--- src/rtl/cr16_alu_arbiter.sv ---
// cr16_alu_arbiter
//   Shares one cr16_alu between two requesters (req0: core datapath, req1:
//   auxiliary unit). A granted operation is registered onto the ALU pins, the
//   ALU enable is held for ALU_LATENCY cycles, and the ALU result is captured and
//   returned to the requester that issued it. Only one operation is in flight at a time.
// Ports
//   I_CLK, I_NRESET                         clock, async active-low reset
//   I_REQx_VALID / O_REQx_READY             request handshake (READY is combinational)
//   I_REQx_OPCODE / I_REQx_A / I_REQx_B     request payload
//   O_RSPx_VALID / I_RSPx_READY             response handshake
//   O_RSPx_C / O_RSPx_STATUS                response payload (held under backpressure)
//   O_ALU_ENABLE/OPCODE/A/B                 registered drive of the shared ALU
//   I_ALU_C / I_ALU_STATUS                  ALU result, sampled at the end of execution
module cr16_alu_arbiter #(
  parameter int unsigned DATA_WIDTH    = 16,
  parameter int unsigned OPCODE_WIDTH  = 4,
  parameter int unsigned STATUS_WIDTH  = 5,
  parameter int unsigned ALU_LATENCY   = 1,
  parameter int unsigned PRIORITY_MODE = 0
) (
  input  logic                    I_CLK,
  input  logic                    I_NRESET,
  input  logic                    I_REQ0_VALID,
  output logic                    O_REQ0_READY,
  input  logic [OPCODE_WIDTH-1:0] I_REQ0_OPCODE,
  input  logic [DATA_WIDTH-1:0]   I_REQ0_A,
  input  logic [DATA_WIDTH-1:0]   I_REQ0_B,
  output logic                    O_RSP0_VALID,
  input  logic                    I_RSP0_READY,
  output logic [DATA_WIDTH-1:0]   O_RSP0_C,
  output logic [STATUS_WIDTH-1:0] O_RSP0_STATUS,
  input  logic                    I_REQ1_VALID,
  output logic                    O_REQ1_READY,
  input  logic [OPCODE_WIDTH-1:0] I_REQ1_OPCODE,
  input  logic [DATA_WIDTH-1:0]   I_REQ1_A,
  input  logic [DATA_WIDTH-1:0]   I_REQ1_B,
  output logic                    O_RSP1_VALID,
  input  logic                    I_RSP1_READY,
  output logic [DATA_WIDTH-1:0]   O_RSP1_C,
  output logic [STATUS_WIDTH-1:0] O_RSP1_STATUS,
  output logic                    O_ALU_ENABLE,
  output logic [OPCODE_WIDTH-1:0] O_ALU_OPCODE,
  output logic [DATA_WIDTH-1:0]   O_ALU_A,
  output logic [DATA_WIDTH-1:0]   O_ALU_B,
  input  logic [DATA_WIDTH-1:0]   I_ALU_C,
  input  logic [STATUS_WIDTH-1:0] I_ALU_STATUS
);

  localparam int unsigned CNT_W = $clog2(ALU_LATENCY + 1);

  typedef enum logic [1:0] {
    S_IDLE = 2'd0,
    S_EXEC = 2'd1,
    S_RESP = 2'd2
  } state_t;

  state_t             state_q;
  state_t             state_d;
  logic               rr_q;      // 1: req1 wins the next tie
  logic               owner_q;   // requester of the operation in flight
  logic [CNT_W-1:0]   cnt_q;     // remaining EXEC cycles

  logic               grant1_c;
  logic               ready0_c;
  logic               ready1_c;
  logic               accept_c;
  logic               exec_done_c;
  logic               resp_done_c;

  // State register
  always_ff @(posedge I_CLK or negedge I_NRESET) begin
    if (!I_NRESET) begin
      state_q <= S_IDLE;
    end else begin
      state_q <= state_d;
    end
  end

  // Next-state logic
  always_comb begin
    state_d = state_q;
    case (state_q)
      S_IDLE:  if (accept_c)    state_d = S_EXEC;
      S_EXEC:  if (exec_done_c) state_d = S_RESP;
      S_RESP:  if (resp_done_c) state_d = S_IDLE;
      default:                  state_d = S_IDLE;
    endcase
  end

  // Grant, ready and phase strobes; ready is masked during reset
  always_comb begin
    grant1_c    = 1'b0;
    ready0_c    = 1'b0;
    ready1_c    = 1'b0;
    accept_c    = 1'b0;
    exec_done_c = 1'b0;
    resp_done_c = 1'b0;
    if (state_q == S_IDLE) begin
      grant1_c = I_REQ1_VALID && (!I_REQ0_VALID || ((PRIORITY_MODE == 0) && rr_q));
      ready0_c = I_NRESET && I_REQ0_VALID && !grant1_c;
      ready1_c = I_NRESET && grant1_c;
      accept_c = ready0_c || ready1_c;
    end
    exec_done_c = (state_q == S_EXEC) && (cnt_q == CNT_W'(1));
    resp_done_c = (state_q == S_RESP) && (owner_q ? I_RSP1_READY : I_RSP0_READY);
  end

  assign O_REQ0_READY = ready0_c;
  assign O_REQ1_READY = ready1_c;

  // Owner, latency counter and round-robin pointer
  always_ff @(posedge I_CLK or negedge I_NRESET) begin
    if (!I_NRESET) begin
      rr_q    <= 1'b0;
      owner_q <= 1'b0;
      cnt_q   <= '0;
    end else begin
      if (accept_c) begin
        owner_q <= grant1_c;
        cnt_q   <= CNT_W'(ALU_LATENCY);
      end else if (state_q == S_EXEC) begin
        cnt_q   <= cnt_q - CNT_W'(1);
      end
      if (resp_done_c) begin
        rr_q <= ~owner_q;
      end
    end
  end

  // ALU drive: operands latched on accept and held until the next accept
  always_ff @(posedge I_CLK or negedge I_NRESET) begin
    if (!I_NRESET) begin
      O_ALU_ENABLE <= 1'b0;
      O_ALU_OPCODE <= '0;
      O_ALU_A      <= '0;
      O_ALU_B      <= '0;
    end else begin
      if (accept_c) begin
        O_ALU_ENABLE <= 1'b1;
        O_ALU_OPCODE <= grant1_c ? I_REQ1_OPCODE : I_REQ0_OPCODE;
        O_ALU_A      <= grant1_c ? I_REQ1_A      : I_REQ0_A;
        O_ALU_B      <= grant1_c ? I_REQ1_B      : I_REQ0_B;
      end else if (exec_done_c) begin
        O_ALU_ENABLE <= 1'b0;
      end
    end
  end

  // Response registers: only the owner's side is written
  always_ff @(posedge I_CLK or negedge I_NRESET) begin
    if (!I_NRESET) begin
      O_RSP0_VALID  <= 1'b0;
      O_RSP0_C      <= '0;
      O_RSP0_STATUS <= '0;
      O_RSP1_VALID  <= 1'b0;
      O_RSP1_C      <= '0;
      O_RSP1_STATUS <= '0;
    end else begin
      if (exec_done_c) begin
        if (owner_q) begin
          O_RSP1_VALID  <= 1'b1;
          O_RSP1_C      <= I_ALU_C;
          O_RSP1_STATUS <= I_ALU_STATUS;
        end else begin
          O_RSP0_VALID  <= 1'b1;
          O_RSP0_C      <= I_ALU_C;
          O_RSP0_STATUS <= I_ALU_STATUS;
        end
      end
      if (resp_done_c) begin
        if (owner_q) begin
          O_RSP1_VALID <= 1'b0;
        end else begin
          O_RSP0_VALID <= 1'b0;
        end
      end
    end
  end

endmodule

--- config.mk ---
export PLATFORM = sky130hd
export DESIGN_NAME = cr16_alu_arbiter
export DESIGN_NICKNAME = d
export VERILOG_FILES = /design/src/rtl/cr16_alu_arbiter.sv
export SDC_FILE = /design/constraint.sdc
export NUM_CORES = 1
export LEC_CHECK = 0
export BUFFER_PORTS_ARGS = -buffer_cell sky130_fd_sc_hd__buf_2
export CAP_MARGIN = 20
export CELL_PAD_IN_SITES_DETAIL_PLACEMENT = 1
export CELL_PAD_IN_SITES_GLOBAL_PLACEMENT = 1
export CORE_AREA = 2 2 108 110
export CTS_CLUSTER_DIAMETER = 120
export DETAILED_ROUTE_END_ITERATION = 6
export DIE_AREA = 0 0 110 112
export HOLD_SLACK_MARGIN = 0.08
export PLACE_DENSITY_LB_ADDON = 0.1
export SLEW_MARGIN = 20
export SYNTH_ARGS = -nofsm -noshare
export SYNTH_HDL_FRONTEND = slang
export SYNTH_SLANG_ARGS = --single-unit
--- constraint.sdc ---
create_clock -name I_CLK -period 1.94 [get_ports I_CLK]
set_input_delay 0.291 -clock I_CLK [delete_from_list [all_inputs] [get_ports I_CLK]]
set_output_delay 0.291 -clock I_CLK [all_outputs]
set_load 0.02 [all_outputs]
### Word level (Yosys, flattened, before mapping)

Index checks and enable logic that the tools add are counted.
Widths: inputs -> output; s select.

* add/sub/neg operators: 1
* equality and inequality tests: 5
* muxes and demuxes: 24
* bitwise gates (word level): 1
* reduce and logical (&&, ||, !) cells: 16

Operators with widths (count)
* $mux 16: 2
* $mux 1: 17
* $logic_and 1x1->1: 6
* $mux 2: 3
* $ne 2x2->1 const B: 3
* $pmux 2 s3: 1
* $mux 4: 1
* $reduce_and 2->1: 2
* $reduce_bool 2->1: 2
* $reduce_and 3->1: 1
* $eq 2x1->1 const B: 1
* $eq 2x2->1 const B: 1
* $logic_not 1->1: 2
* $logic_not 2->1: 1
* $logic_or 1x1->1: 2
* $not 1->1: 1
* $sub 1x1->1 const B: 1

* register bits after elaboration: 86
* input bits: 99
* output and inout port bits: 83

### Logic depth before layout (Yosys ltp)

Gate-level depths: netlist of the first run.

* depth in word-level cells: 9
* mapped depth: 5
* gate-level depth less buffers: 3

### Least setup slack after synthesis of the first run

Ideal clock, no wire load.

* path kind: reg2out
* from: reg state_q[0]
* to: out O_REQ0_READY
* arrival time: 1298 ps
* required time: 1649 ps
* slack: 351 ps
* cell stages (with the launch flop): 6
* path through: dfrtp_1 -> buf_2 -> nor2_2 -> nand4_1 -> clkbuf_1 -> inv_1

* word-level cells in the longest chain between the ends: 2

Ends and longest elaborated chain
* from (decl): RTL line 57 `state_t state_q;`
* from (signal assigned): RTL line 75 `state_q <= state_d;`
* $logic_not 2->1: RTL line 98 `if (state_q == S_IDLE) begin`
* $mux 1: RTL line 98
* to (decl): RTL line 24 `output logic O_REQ0_READY,`

Every way passes these cells.

### Worst setup path in the final report of the first run

Ends and elaborated chain as after synthesis.

==> flow_metrics.tcl, run 1 <==
set metrics [dict create \
    clock_latency_ns 0.33 \
    clk_pin_slew_ns 0.06 \
    crit_path_max_fanout 23 \
    die_w_um 110 \
    syn-instance-count 296 \
    synthTopCellsByArea "dfrtp_1 (56%), mux2_2 (13%), o221a_2 (6.4%)" \
    relSlewSlack 0.4991 \
    grt_pass1_vias 3426 \
    grt_max_degree 46 \
    dp.cells 606 \
    syn-num-nets 395 \
    rows 39 \
    setup_violations 0 \
    place_area_mm2 0.004936 \
    dieArea_mm2 0.01232 \
    timing.critical_path.to "O_REQ0_READY" \
    r2r_cells 3 \
    cts_tree "yes" \
    fmax_mhz 542.9 \
    hp-class "input pin to asynchronous set/reset pin" \
    worst_pin_slew_ns 0.7513 \
    ys_types 28 \
    place_congestion 0.7159 \
    route.met3.wl_um 940 \
    powerDensity_mw_per_mm2 1700 \
    fin_worst_skew_ns 0.005908 \
    critPathKind "flip-flop to output port" \
    top_layer "met4" \
    grt_usage 0.1841 \
    post-route-drc-count 0 \
    maxCapViolCount 0 \
    synth_top_area_cell "dfrtp_1" \
    ios 182 \
    syn_area_per_cell_um2 12.98 \
    worst_ep_arrival_time_ns 1.55 \
    die-height_um 112 \
    crit_required_ns 1.65 \
    routed_wl_um 10830 \
    io_buffers 181 \
    reg2reg_from "state_q[0]$_DFFE_PN0P_" \
    core_area_mm2 0.01117 \
    drive_gt1_frac 0.5992 \
    critPathLaunchType "flip-flop" \
    r2r-end "O_ALU_OPCODE[2]$_DFFE_PN0P_" \
    drt_iter0_markers 147 \
    cts.sinks 86 \
    cts-root-buf "clkbuf_16" \
    dr.pass1.iters 4 \
    cts_buffers 9 \
    final_cell_area_mm2 0.005231 \
    finalCritPeriodShare 0.9495 \
    yosysWarnings 0 \
    rsz0062_at_grt "no" \
    ys_ff_latch 86 \
    htreeDepth 3 \
    initial_core_util 0.3439 \
    grt.overflow.total 0 \
    tns_ns 0 \
    antenna_cells 0 \
    rrSetupSlack_ns 0.28 \
    synthArstFlopShare 1.000 \
    crit_start "state_q[0]$_DFFE_PN0P_" \
    status "finished, final reports clean" \
    ys_seq_area_frac 0.5601 \
    hpwl_um 7589 \
    num_vias 3190 \
    drv_slew 0 \
    antenna_found_initial 0 \
    synth_area_mm2 0.003842 \
    grt_pass1_wl_um 17530 \
    crit_path_end_kind "output port" \
    synth.most_common_cell "dfrtp_1" \
    area_growth_pct 36.14 \
    fin_nets 573 \
    viasPerCell 5.129 \
    hold_buffers 0 \
    wl_per_cell_um 17.41 \
    hold_viol 0 \
    synthFlopType "dfrtp_1" \
    met1Wirelength_um 4572 \
    clockBufferDepth 2 \
    p_leak_uw 0.002482 \
    yosysTopAreaCellShare 0.5601 \
    ir_drop_uv 711.4 \
    stdcell_count 622 \
    met2RoutedLength_um 5206 \
    period_minus_slack_ns 1.842 \
    synth_edf_count 0 \
    synth_commonest_cells "dfrtp_1 (86), mux2_2 (43), o21bai_1 (22), o221a_2 (22), inv_1 (17)" \
    ant_nets 0 \
]
## routing by layer
layer / global-route usage / vias to the layer above
li1: - / 1473
met1: 0.2254 / 1592
met5: 0 / -
met2: 0.3059 / 118
met3: 0.06323 / 7
met4: 0.05063 / 0
## area by class of cell
cell class              instances  area (µm²)
fillers                      1262        5943
clock buffers                  11       252.7
flip-flops and latches         86        2152
repair buffers                195        1055
well taps                     143       178.9
clock inverters                 5       33.78
multi-input cells             165        1495
inverters                      17       63.81
## worst min-delay path by stage
stage | startpoint | to | slack, ns | cells past startpoint
2_1_floorplan | I_NRESET | O_ALU_A[0]$_DFFE_PN0P_ | -0.005 | 0
3_3_place_gp | I_NRESET | O_ALU_A[8]$_DFFE_PN0P_ | 0.46 | 2
3_5_place_dp | I_NRESET | O_ALU_A[8]$_DFFE_PN0P_ | 0.47 | 2
4_1_cts | I_NRESET | O_ALU_A[8]$_DFFE_PN0P_ | 0.10 | 2
5_1_grt | I_NRESET | O_ALU_A[8]$_DFFE_PN0P_ | 0.12 | 2
6_report | I_NRESET | state_q[0]$_DFFE_PN0P_ | 0.08 | 2
## cell families after synthesis
kind of cell           count (synthesis)  synth area share
and+or+nand+nor                       23           0.03061
buffers and inverters                 45           0.05340
DFF                                   86            0.5601
muxes                                 44            0.1286
AOI/OAI and AO/OA                     98            0.2273
## registers in the layout, indices dropped and copies added, names as in the netlist, named ones only
name	flops
O_RSP0_STATUS	5
O_RSP1_C	16
O_RSP1_STATUS	5
O_ALU_A	16
O_ALU_B	16
rr_q	1
cnt_q	1
O_ALU_OPCODE	4
O_ALU_ENABLE	1
owner_q	1
state_q	2
O_RSP0_C	16
## cells in the final DEF (no fill, tap or decap)
| cell type | Yosys | layout |
|---|---|---|
| a21oi_1 | 2 | 2 |
| or3b_1 | 1 | 1 |
| nor2_1 | 4 | 2 |
| o21ai_0 | 8 | 8 |
| o221a_2 | 22 | 22 |
| clkinv_2 | 0 | 2 |
| mux2_2 | 43 | 43 |
| nand3b_1 | 1 | 1 |
| inv_1 | 17 | 17 |
| nand2_1 | 9 | 9 |
| clkinvlp_4 | 0 | 2 |
| buf_4 | 0 | 11 |
| o2bb2ai_1 | 7 | 7 |
| nand3_1 | 1 | 1 |
| nor2_4 | 0 | 1 |
| buf_6 | 3 | 1 |
| o2bb2ai_2 | 7 | 7 |
| nand4_1 | 2 | 2 |
| mux2i_1 | 1 | 1 |
| nor2_2 | 1 | 2 |
| buf_12 | 0 | 3 |
| dfrtp_1 | 86 | 86 |
| clkinv_4 | 0 | 1 |
| nor3b_1 | 1 | 1 |
| o21bai_1 | 22 | 22 |
| and3b_1 | 1 | 1 |
| clkbuf_8 | 0 | 2 |
| o21ba_2 | 1 | 1 |
| buf_2 | 11 | 180 |
| or2_1 | 1 | 1 |
| a31oi_1 | 15 | 15 |
| a311o_1 | 14 | 14 |
| clkbuf_16 | 0 | 9 |
| nand2b_1 | 1 | 1 |
## timing repair
action | CTS | global route
endpoints found under the setup margin | 0 | 2
resized for setup | 0 | 2
setup buffers | 0 | 0
## critical path, cell delays in order, from the launching register on
cell	delay [ns]
dfrtp_1	0.37
buf_4	0.17
nor2_4	0.13
nand4_1	0.14
buf_12	0.20
inv_1	0.05
buf_2	0.15
## where the power goes
group | leakage [µW] | internal [µW] | switching, µW
combinational | 0.00135 | 1820 | 2310
clock | 0.000138 | 935 | 700
sequential | 0.000999 | 2670 | 470
total | 0.00248 | 5420 | 3480
## metrics by stage
step	hold slack (ns)	total power [µW]	setup slack [ns]	utilization
2_1_floorplan	-0.004591	5844	0.3510	-
3_3_place_gp	0.4598	7218	0.2602	0.4417
3_5_place_dp	0.4653	7339	0.2304	0.4417
4_1_cts	0.1035	9025	0.02904	0.4674
5_1_grt	0.1177	9500	0.02582	0.4681
6_report	0.08089	8895	0.09802	0.4681
No activity file was read; power rests on OpenSTA's default activity.
==> run 2, diff against run 1 <==
- CORE_AREA: 2 2 108 110 -> 2 2 89 134
- DIE_AREA: 0 0 110 112 -> 0 0 91 136
==> run 2 against run 1 <==
  * Critical path depth is the same
  * Utilization grew 0.53 points
  * Combinational power is essentially flat
  * Clock power grew 7%
  * Global-route usage shrank 0.76 points
  * Via count grew 0.75%
  * Die area grew 0.45%
  * Largest power group unchanged
==> flow_metrics.tcl, run 2 (same netlist as run 1, synthesis figures left out) <==
set metrics [dict create \
    hpwl_um 7725 \
    status "finished, final reports clean" \
    cts.sinks 86 \
    grt_max_degree 44 \
    cts-root-buf "clkbuf_16" \
    fin_nets 582 \
    clockBufferDepth 2 \
    crit_path_end_kind "output port" \
    crit_path_max_fanout 24 \
    post-route-drc-count 0 \
    core_area_mm2 0.01129 \
    ant_nets 0 \
    rrSetupSlack_ns 0.23 \
    viasPerCell 5.038 \
    worst_ep_arrival_time_ns 1.55 \
    dp_slack_ns 0.2438 \
    final_cell_area_mm2 0.005345 \
    cts_buffers 9 \
    place_area_mm2 0.004940 \
    drt_iter0_markers 105 \
    initial_core_util 0.3403 \
    ios 182 \
    num_vias 3214 \
    grt_pass1_vias 3480 \
    rows 48 \
    clock_latency_ns 0.33 \
    maxCapViolCount 0 \
    dieArea_mm2 0.01238 \
    area_growth_pct 39.11 \
    die-height_um 136 \
    fmax_mhz 542.8 \
    grt_pass1_wl_um 17620 \
    cts_tree "yes" \
    wl_per_cell_um 17.35 \
    final_common_cell "buf_2" \
    fin_ws_ns 0.09755 \
    grt.overflow.total 0 \
    finalCritPeriodShare 0.9497 \
    critPathLaunchType "flip-flop" \
    dr.pass1.iters 4 \
    antenna_cells 0 \
    io_buffers 181 \
    place_congestion 0.6865 \
    worst_pin_slew_ns 0.7235 \
    die_w_um 91 \
    hp-class "input pin to flip-flop" \
    p_leak_uw 0.002533 \
    crit_required_ns 1.65 \
    critPathKind "flip-flop to output port" \
    antenna_found_initial 0 \
    relSlewSlack 0.5177 \
    drv_slew 0 \
    clk_pin_slew_ns 0.07 \
    setup_violations 0 \
    powerDensity_mw_per_mm2 1687 \
    period_minus_slack_ns 1.842 \
    hold_viol 0 \
    routed_wl_um 11070 \
    layout_common_cells "buf_2 (180), dfrtp_1 (86), mux2_2 (43)" \
    htreeDepth 3 \
    ir_drop_uv 804.7 \
    fin_worst_skew_ns 0.009485 \
    grt_usage 0.1765 \
    drive_gt1_frac 0.6004 \
]
-- run 2: changes by cell type in the layout (fill, tap and decap cells not counted) --
cell,change
buf_4,+6
clkbuf_8,-1
clkbuf_16,+1
clkinv_2,-1
bufinv_16,+1
dlygate4sd3_1,+2
clkbuf_1,+1
-- run 2: what timing repair did --
action	in CTS	in global routing
resized for setup	0	6
buffers inserted	0	5
endpoints found under the hold margin	43	0
setup endpoints to repair	0	2
hold buffers	2	0
-- run 2: area by class of cell --
class / count / area [µm²]
Clock buffer: 11 / 242.7
Clock inverter: 5 / 58.81
Fill cell: 1292 / 5946
Inverter: 17 / 63.81
Multi-Input combinational cell: 165 / 1495
Sequential cell: 86 / 2152
Tap cell: 150 / 187.7
Timing Repair Buffer: 204 / 1145
-- run 2: final timing paths --
check	from	to	depth (start not counted)
worst max-delay path	state_q[0]$_DFFE_PN0P_	O_REQ1_READY	6
worst min-delay path	I_ALU_C[15]	O_RSP1_C[15]$_DFFE_PN0P_	2
worst max register to register	state_q[0]$_DFFE_PN0P_	O_ALU_B[5]$_DFFE_PN0P_	7
worst min register to register	O_ALU_ENABLE$_DFFE_PN0P_	O_ALU_ENABLE$_DFFE_PN0P_	2
max in group asynchronous	I_NRESET	O_RSP1_C[14]$_DFFE_PN0P_	4
min in group asynchronous	I_NRESET	O_ALU_OPCODE[0]$_DFFE_PN0P_	3
-- run 2: stage by stage --
stage                     power, µW  hold WS [ns]  instances  TNS (ns)    util
after detailed placement       7318        0.2670        614         0  0.4375
after global placement         7221        0.2644        614         0  0.4375
after CTS                      9135        0.1859        632         0  0.4660
final                          9017        0.1999        638         0  0.4734
after floorplan                5844     -0.004591        296         0       -
after global routing           9588        0.1957        638  -0.02023  0.4734
-- run 2: worst max-delay path, stage by stage, from the launching register on --
cell and delay (ns):
dfrtp_1 0.37, buf_4 0.18, nor2_4 0.13, nand4_1 0.12
buf_6 0.20, inv_1 0.07, buf_2 0.15
-- run 2: per-layer routing --
layer  share of wire  GRT usage
met1            0.40     0.2117
met2            0.52     0.3123
met3           0.066    0.04545
met4           0.015    0.05051
met5               0          0
-- run 2: where the power goes --
group	internal, µW	switching [µW]	leakage [µW]	total [µW]
Sequential	2660	482	0.000999	3150
Clock	1030	713	0.000142	1750
Combinational	1840	2280	0.00139	4120
==> run 3, diff against run 2 <==
- PLACE_DENSITY: unset -> 0.89
- PLACE_DENSITY_LB_ADDON: 0.1 -> unset
==> run 3 against run 2 <==
  * Clock power increased by 12%
  * Die area unchanged
  * Hold slack got worse by 0.13 ns
  * Critical path depth unchanged
  * Setup slack got worse by 0.051 ns
  * Via count increased by 2.1%
  * First-iteration DRC count decreased by 26%
  * Cell count decreased by 0.16%
  * Sequential share of layout area decreased by 0.36 points
  * Flip-flop and latch count unchanged
  * Combinational power increased by 3%
  * Largest cell class unchanged
==> flow_metrics.tcl, run 3 (same netlist as run 1, synthesis figures left out) <==
set metrics [dict create \
    place_congestion 0.8012 \
    grt_pass1_vias 3580 \
    initial_core_util 0.3403 \
    status "finished, final reports clean" \
    swShare 0.3820 \
    crit_path_end_kind "output port" \
    num_vias 3282 \
    antenna_cells 0 \
    core_area_mm2 0.01129 \
    worst_ep_arrival_time_ns 1.60 \
    dieArea_mm2 0.01238 \
    grt.overflow.total 0 \
    io_buffers 181 \
    clockBufferDepth 2 \
    ir_drop_uv 768.6 \
    worst_pin_slew_ns 0.7270 \
    power_frac_seq 0.339 \
    critPathLaunchType "flip-flop" \
    finalCritPeriodShare 0.9760 \
    crit_path_max_fanout 10 \
    grt_max_degree 46 \
    rows 48 \
    fin_nets 581 \
    regArea_mm2 0.002152 \
    clock_latency_ns 0.33 \
    powerDensity_mw_per_mm2 1742 \
    cts_tree "yes" \
    cts.sinks 86 \
    crit_required_ns 1.65 \
    cts-root-buf "clkbuf_16" \
    final_common_cell "buf_2" \
    layout_common_cells "buf_2 (179), dfrtp_1 (86), mux2_2 (43)" \
    dr.pass1.iters 4 \
    htreeDepth 3 \
    hold_buffers 0 \
    clkPwrFrac 0.209 \
    viasPerCell 5.152 \
    post-route-util 0.4777 \
    tns_ns 0 \
    grt_usage 0.1856 \
    fmax_mhz 528.1 \
    fill_cells 1270 \
    drv_slew 0 \
    area_growth_pct 40.38 \
    p_comb_frac 0.453 \
    p_sw_uw 3590 \
    p_int_uw 5807 \
    post-route-drc-count 0 \
    routed_wl_um 11950 \
    clk_pin_slew_ns 0.06 \
    period_minus_slack_ns 1.893 \
    drt_iter0_markers 78 \
    die_w_um 91 \
    cts_buffers 9 \
    antenna_found_initial 0 \
    drive_gt1_frac 0.6037 \
    ios 182 \
    maxCapViolCount 0 \
    multi_input_area_mm2 0.001495 \
    fin_worst_skew_ns 0.005613 \
    hp-class "input pin to asynchronous set/reset pin" \
    grt_pass1_wl_um 18250 \
    total_power_uw 9397 \
    hold_viol 0 \
    relSlewSlack 0.5153 \
    critPathKind "flip-flop to output port" \
    ant_nets 0 \
    wl_per_cell_um 18.77 \
    die-height_um 136 \
    hpwl_um 8439 \
    p_leak_uw 0.002558 \
    setup_violations 0 \
]
[run 3: cell types whose count changed in the layout (fill, tap and decap cells not counted)]
cell,before,now
buf_6,1,2
clkbuf_8,1,0
clkinv_4,1,0
clkbuf_16,10,11
bufinv_16,1,3
buf_2,180,179
dlygate4sd3_1,2,0
[run 3: power groups by stage]
stage	clock network [µW]	logic [µW]	registers, µW
after floorplan	0	1710	4140
after global placement	0	4030	3140
after detailed placement	0	4190	3200
after CTS	2010	4210	3190
after global routing	2070	4550	3300
final	1960	4250	3180
[run 3: final timing paths]
kind / cells past startpoint / from / slack (ns) / to
max: 6 / state_q[0]$_DFFE_PN0P_ / 0.05 / O_REQ1_READY
min: 2 / I_NRESET / 0.07 / O_ALU_A[11]$_DFFE_PN0P_
max reg2reg: 3 / state_q[1]$_DFFE_PN0P_ / 0.17 / O_ALU_A[7]$_DFFE_PN0P_
min reg2reg: 2 / O_ALU_ENABLE$_DFFE_PN0P_ / 0.48 / O_ALU_ENABLE$_DFFE_PN0P_
max in group asynchronous: 2 / I_NRESET / 1.44 / O_ALU_A[2]$_DFFE_PN0P_
min in group I_CLK: 2 / I_ALU_C[0] / 0.20 / O_RSP1_C[0]$_DFFE_PN0P_
[run 3: per-layer routing]
metal,share of wire,track usage,vias to the layer above
li1,-,-,1484
met1,0.37,0.2059,1662
met2,0.56,0.3428,117
met3,0.055,0.03714,19
met4,0.023,0.07912,0
met5,0,0,-
[run 3: cell type report]
type / instances / area share
Clock buffer: 10 / 0.04245
Clock inverter: 6 / 0.02041
Inverter: 17 / 0.01183
Multi-Input combinational cell: 165 / 0.2772
Sequential cell: 86 / 0.3990
Tap cell: 150 / 0.03479
Timing Repair Buffer: 203 / 0.2143
[run 3: worst max-delay path, cell delays in order (launching register included)]
cell and delay [ns]:
dfrtp_1 0.38, buf_6 0.15, nor2_4 0.12, nand4_1 0.21, buf_12 0.21, inv_1 0.06, buf_4 0.14
[run 3: per-stage QoR]
stage / area (µm²) / hold slack, ns / instances / setup WS, ns
after CTS: 5271 / 0.09018 / 629 / 0.01641
after global placement: 4932 / 0.4321 / 613 / 0.2818
final: 5394 / 0.06627 / 637 / 0.04658
after global routing: 5394 / 0.1255 / 637 / -0.04753
after detailed placement: 4932 / 0.4464 / 613 / 0.1898
after floorplan: 3842 / -0.004591 / 296 / 0.3510
[run 3: timing repair]
item                       CTS  global route
setup buffers                0             6
gates resized for setup      0             7
setup endpoints to repair    0             2
